<file path="src/rtl/reg_file_2r1w.sv">
`default_nettype none
// ============================================================================
// Module   : reg_file_2r1w
// Brief    : DEPTH x DATA_W register file, two registered read ports, one
//            byte-enabled write port with same-cycle write-to-read bypass.
//            Optional macro REG_FILE_ZERO_REG_EN hardwires register 0 to zero.
// Revision : 1.0 - initial release
// ============================================================================
module reg_file_2r1w #(
  parameter int DATA_W = 32,
  parameter int ADDR_W = 3
) (
  input  logic                  clk,
  input  logic                  reset_n,

  input  logic                  wr_en,
  input  logic [ADDR_W-1:0]     wr_addr,
  input  logic [DATA_W/8-1:0]   wr_be,
  input  logic [DATA_W-1:0]     wr_data,

  input  logic                  rd0_en,
  input  logic [ADDR_W-1:0]     rd0_addr,
  output logic [DATA_W-1:0]     rd0_data,
  output logic                  rd0_valid,

  input  logic                  rd1_en,
  input  logic [ADDR_W-1:0]     rd1_addr,
  output logic [DATA_W-1:0]     rd1_data,
  output logic                  rd1_valid
);

  localparam int c_DEPTH  = 2**ADDR_W;
  localparam int c_BYTES  = DATA_W / 8;
  localparam int c_NPORTS = 2;

`ifdef REG_FILE_ZERO_REG_EN
  localparam bit c_ZERO_REG = 1'b1;
`else
  localparam bit c_ZERO_REG = 1'b0;
`endif

  logic [DATA_W-1:0]                r_mem [c_DEPTH];
  logic [DATA_W-1:0]                w_wr_old;
  logic [DATA_W-1:0]                w_wr_merged;
  logic                             w_wr_allow;
  logic [c_NPORTS-1:0]              w_rd_en;
  logic [c_NPORTS-1:0][ADDR_W-1:0]  w_rd_addr;

  assign w_rd_en   = {rd1_en, rd0_en};
  assign w_rd_addr = {rd1_addr, rd0_addr};

  // Merged word is shared by the storage update and both bypass paths, so a
  // bypassed read is bit-identical to what the register will hold afterwards.
  assign w_wr_old   = r_mem[wr_addr];
  assign w_wr_allow = wr_en && !(c_ZERO_REG && (wr_addr == '0));

  generate
    for (genvar gi = 0; gi < c_BYTES; gi++) begin : g_byte
      assign w_wr_merged[8*gi +: 8] = wr_be[gi] ? wr_data[8*gi +: 8]
                                                : w_wr_old[8*gi +: 8];
    end
  endgenerate

  always_ff @(posedge clk) begin
    if (!reset_n) begin
      for (int i = 0; i < c_DEPTH; i++) begin
        r_mem[i] <= '0;
      end
    end else if (w_wr_allow) begin
      r_mem[wr_addr] <= w_wr_merged;
    end
  end

  generate
    for (genvar gp = 0; gp < c_NPORTS; gp++) begin : g_port
      logic [DATA_W-1:0] w_value;
      logic [DATA_W-1:0] r_data;
      logic              r_valid;

      always_comb begin
        w_value = r_mem[w_rd_addr[gp]];
        if (wr_en && (wr_addr == w_rd_addr[gp])) begin
          w_value = w_wr_merged;
        end
        if (c_ZERO_REG && (w_rd_addr[gp] == '0)) begin
          w_value = '0;
        end
      end

      // Data holds when no read is requested; only valid drops.
      always_ff @(posedge clk) begin
        if (!reset_n) begin
          r_data  <= '0;
          r_valid <= 1'b0;
        end else begin
          r_valid <= w_rd_en[gp];
          if (w_rd_en[gp]) begin
            r_data <= w_value;
          end
        end
      end
    end
  endgenerate

  assign rd0_data  = g_port[0].r_data;
  assign rd0_valid = g_port[0].r_valid;
  assign rd1_data  = g_port[1].r_data;
  assign rd1_valid = g_port[1].r_valid;

endmodule
`default_nettype wire
</file>
<file path="config.mk">
export PLATFORM = sky130hd
export DESIGN_NAME = reg_file_2r1w
export DESIGN_NICKNAME = d
export VERILOG_FILES = /design/src/rtl/reg_file_2r1w.sv
export SDC_FILE = /design/constraint.sdc
export NUM_CORES = 1
export LEC_CHECK = 0
export CORE_UTILIZATION = 53
export DETAILED_ROUTE_END_ITERATION = 10
export HOLD_SLACK_MARGIN = 0.15
export PLACE_DENSITY = 0.82
export SLEW_MARGIN = 20
export SYNTH_ARGS = -nofsm -noshare
export SYNTH_HDL_FRONTEND = slang
export SYNTH_SLANG_ARGS = --single-unit
</file>
<file path="constraint.sdc">
create_clock -name clk -period 2.75 [get_ports clk]
set_input_delay 0.55 -clock clk [delete_from_list [all_inputs] [get_ports clk]]
set_output_delay 0.55 -clock clk [all_outputs]
set_load 0.05 [all_outputs]
</file>
Word level (Yosys, flattened, before mapping)
Memory sizes are Yosys's and may differ from the RTL's. A register that Yosys moved wholly into a read port is not among the register bits. Cells that the tools add are included.

Input bits: 50. Memories: 1. Logic and storage cells: 17. Output and inout port bits: 66. Bits in registers: 2. Memory bits (writable): 256.

Multiplexer cells: 11. Reduce and logical (&&, ||, !) cells: 3.

Memory list: r_mem (depth 8, bits a word 32, rd ports 3, clocked after memory_dff 2, wr ports 8, line 42) `logic [DATA_W-1:0] r_mem [c_DEPTH];`.

Operators by type and width (count): 2-to-1 mux 32 bit (1); 2-to-1 mux 8 bit (4); OR reduction 32 bit (1); 2-to-1 mux 1 bit (5); 2-to-1 mux 3 bit (1); logical NOT 1 bit (2).

Longest topological paths before layout
Depth after elaboration: 5. Gate-level depth with buffers: 8. Gate-level depth less buffers: 5.

Worst setup path before layout
Ideal clock, no wire load.

Path type: input to register. From: input port wr_addr[1]. To: memory r_mem[7][0] (enable). Path slack: -0.099 ns. Setup time: 0.389 ns. Path buffers: 4. Arrival: 2.459 ns. Stages: 7. Data required time: 2.361 ns. Cells stage by stage: buf_6 -> buf_4 -> clkbuf_1 -> and3_1 -> nand3_1 -> clkbuf_1 -> nand2_1.

RTL lines: from (decl) (line 17) `input logic [ADDR_W-1:0] wr_addr,`; to (decl) (line 42).

Worst setup path in the final report
From: register g_port[0].r_data[1], in the netlist rd0_data[1] (read register of r_mem). To: output port rd0_data[1].

RTL lines: from (decl) (line 77) `logic [DATA_W-1:0] r_data;`; to (decl) (line 23) `output logic [DATA_W-1:0] rd0_data,`.

No word-level cell between the ends.

==> run summary <==
The flow ran to the end, and the final reports show no timing, DRC or antenna violations. The worst min-delay path category is flop to flop. The number of instances resized during post-cts repair is 0. Measured against the total synthesized area, the mux share comes to 32.0%. The number of optimization iterations in the first detailed-route pass is 7. The length in cells of the worst reg-to-reg path came out at 5. For this run, the number of Yosys warnings is 0. The largest total area in the synthesized netlist belongs to sky130_fd_sc_hd__edfxtp_1. The number of standard-cell rows in the floorplan is 66. The final estimated routing congestion in global placement came out at 0.885.

In this run, post-CTS hold repair placed 0 buffers. Summed over all layers, the global routing overflow is 0. The post-detailed-route via-to-cell ratio is 6.94.

The proportion of synthesized chip area in sequential cells is 50.3%. The sum of routed wire segments on met1 came out at 18.1 mm. The synthesized netlist devotes 4.84% of its cell area to compound gates. The all-layer global routing usage came out at 33.3%. The floorplan die height is 186 um. The gate family responsible for the most delay along the worst path is buffers and inverters. The horizontal extent of the die came out at 186 um. The worst setup path is of the flop to output port kind. The number of antenna violations at the first check in global routing came out at 1. The final worst-path cycle share came out at 85.7%.

The worst register-to-register path begins at r_mem[7][26]. The via count of the first global-routing pass came out at 13800. The worst-case vdd ir drop is 0.000455 V. The maximum buffer depth of the clock tree came out at 3.

The fraction of layout cells with a size suffix above 1 came out at 29.7%. After synthesis, the netlist uses 37 different library cells. The slowest stage of the critical path belongs to the cell sky130_fd_sc_hd__clkdlybuf4s50_1.

The synthesized-area fraction occupied by adder cells is 0%. The critical path goes through clkdlybuf4s50_1. The post-CTS setup repair buffer count is 0. The area of the placeable core is 32900 sq um. The cell with the most instances after synthesis is sky130_fd_sc_hd__nor2_1. The area growth from synthesis to layout is 20.0%. In this run the number of H-tree levels came out at 2. Counting flops with a built-in enable in the synthesized netlist gives 256.

The cell depth of the worst setup path came out at 1. The count of antenna-violating nets left after detailed routing is 0. The routed length on met3 is 7.48 mm. In the post-synthesis netlist, the biggest area contributors are sky130_fd_sc_hd__edfxtp_1 (43%), sky130_fd_sc_hd__mux4_2 (23%), sky130_fd_sc_hd__dfxtp_1 (7.4%). The met2 wire length came out at 26.9 mm. The first-pass GRT wire length came out at 82.7 mm. The number of buffers and inverters on the critical path is 1.

The number of synthesized register bits came out at 322. In this run the worst path has a maximum fanout of 2. The total inserted antenna cells came out at 0.

The routed length per instance came out at 29.1 um. The clock reaches the later pin of the worst-skew pair after 530 ps. After detailed routing, the number of remaining DRC violations is 0. The number of buffer cells added on primary ports is 115. Summing the areas of all xor and xnor instances in the mapped netlist gives 0.293% of the synthesized area. The worst setup path is launched from a flop. The number of max-cap violations came out at 0.

The worst-case register-to-register setup slack came out at 710 ps. In the synthesized netlist the dominant register cell turns out to be sky130_fd_sc_hd__edfxtp_1. For this run, asynchronously set or reset flops after synthesis account for 0%. After detailed routing, no signal wire sits above met4.

The final net count is 1485. Setup repair after global routing left no endpoint under its margin. The net count after synthesis came out at 1329. The total routed wirelength is 55.3 mm. The HPWL after detailed placement came out at 34.2 mm. For hold timing, the worst endpoint is rd0_data[17].

Entering global routing, the biggest net connects 46 pins. Timing would allow up to 424 MHz. The synthesized instance count is 1279. The number of clock buffers inserted by TritonCTS is 35. The area share of the largest cell type after synthesis is 42.9%.

The hold path startpoint is rd0_data[17]. Detailed routing inserted a total of 13200 vias. The worst register-to-register path ends at r_mem[6][26].

After synthesis, the largest family of logic cells by area is multiplexers. For the final database, setup skew stands at 13.8 ps. The I/O pin count is 116. The total number of clock tree sinks is 322. STA classifies the critical path endpoint as an output port. TritonCTS built the clock tree. The post-layout minimum cycle time is 2360 ps. The endpoint required time on the critical path came out at 2200 ps.

After clock tree synthesis, the clock-pin slew on the worst setup and hold paths is 60 ps. The mean cell area of the mapped netlist is 14.0 sq um. After the first detailed-routing iteration, the DRC count stood at 2031. The simple logic cell fraction of the synthesized area came out at 9.55%. The final number of hold-violating endpoints is 0.

In this run the clock root is driven by a sky130_fd_sc_hd__clkbuf_16. The transition time of the tightest slew-check pin came out at 848 ps. The die footprint came out at 34500 sq um. The max-slew violation total from the final report is 0.

In this design, the stage delay of the slowest critical-path cell is 850 ps. The effective utilization at floorplan came out at 54.5%. For the final routed database, the setup TNS stands at 0 ps. STA puts the critical path data arrival time at 1810 ps. The commonest cells after synthesis are sky130_fd_sc_hd__nor2_1 (258), sky130_fd_sc_hd__edfxtp_1 (256), sky130_fd_sc_hd__mux4_2 (181), sky130_fd_sc_hd__nand2_1 (139), sky130_fd_sc_hd__mux2i_1 (81). The final setup violation count is 0. The post-synth design cell area is 17900 sq um.

The power density over the cells came out at 594 nW/um^2. The total design power came out at 12.8 mW. The leakage power summed over all cells is 7.82 nW. Counting instances, the worst hold path has a depth of 1.

The worst slew slack as a fraction of its limit came out at 43.5%.
==> registers in the layout, summed over array words and instances, names as in the netlist <==
| register | flops |
|---|---|
| r_mem | 256 |
| rd0_data | 32 |
| rd1_data | 32 |
| rd0_valid | 1 |
| rd1_valid | 1 |
==> how the worst max path moves through the flow <==
stage                         endpoint  slack [ps]    startpoint
after global placement    rd1_data[30]          80    wr_addr[1]
after floorplan            r_mem[0][0]           2    wr_addr[1]
after detailed placement  r_mem[1][10]           5    wr_addr[1]
after global routing      rd0_data[21]         360  rd0_data[21]
after CTS                 rd0_data[21]         400  rd0_data[21]
final                      rd0_data[1]         390   rd0_data[1]
==> where the power goes <==
group | internal [mW] | switching (mW) | leakage [nW]
logic | 1.03 | 1.26 | 4.06
registers | 5.50 | 0.180 | 3.19
clock network | 2.84 | 1.96 | 0.570
total | 9.37 | 3.40 | 7.82
==> routing by layer <==
metal	vias to the layer above	GRT usage [%]
met5	-	0
met4	0	18.1
met3	235	8.08
met2	1208	55.0
met1	6483	40.3
li1	5281	-
==> layout make-up <==
class,count,area (sq um)
fillers,2300,11400
multi-input cells,840,8390
well taps,442,553
clock buffers,49,1000
repair buffers,232,2370
flip-flops and latches,322,9010
inverters,4,15.0
clock inverters,15,168
==> layout by cell type (no fill, tap or decap), drive strengths merged, types with 6 or more instances in the layout <==
cell,n
nor2,258
mux2i,103
clkdlybuf4s50,106
mux4,181
clkinv,9
nor2b,10
dfxtp,66
a32o,62
buf,126
xor2,6
nand2b,13
clkbuf,49
edfxtp,256
nand2,139
mux2,30
==> cells by family (layout without fill, tap and decap cells) <==
logic type      Yosys count  in the layout
simple gates            431            431
xor+xnor                  6              6
flops                   322            322
compound gates           89             89
mux                     314            314
buf+inv                 117            300
==> stage by stage <==
step	hold WS, ps	utilization (%)	cells	instance area [sq um]	setup WS, ps
2_1_floorplan	784	-	1279	17900	1.53
3_3_place_gp	451	61.9	1840	20300	77.6
3_5_place_dp	453	61.9	1840	20300	4.54
4_1_cts	466	65.4	1904	21500	397
5_1_grt	483	65.4	1904	21500	359
6_report	466	65.4	1904	21500	393
Note: power is estimated with default switching activity, not from simulation.
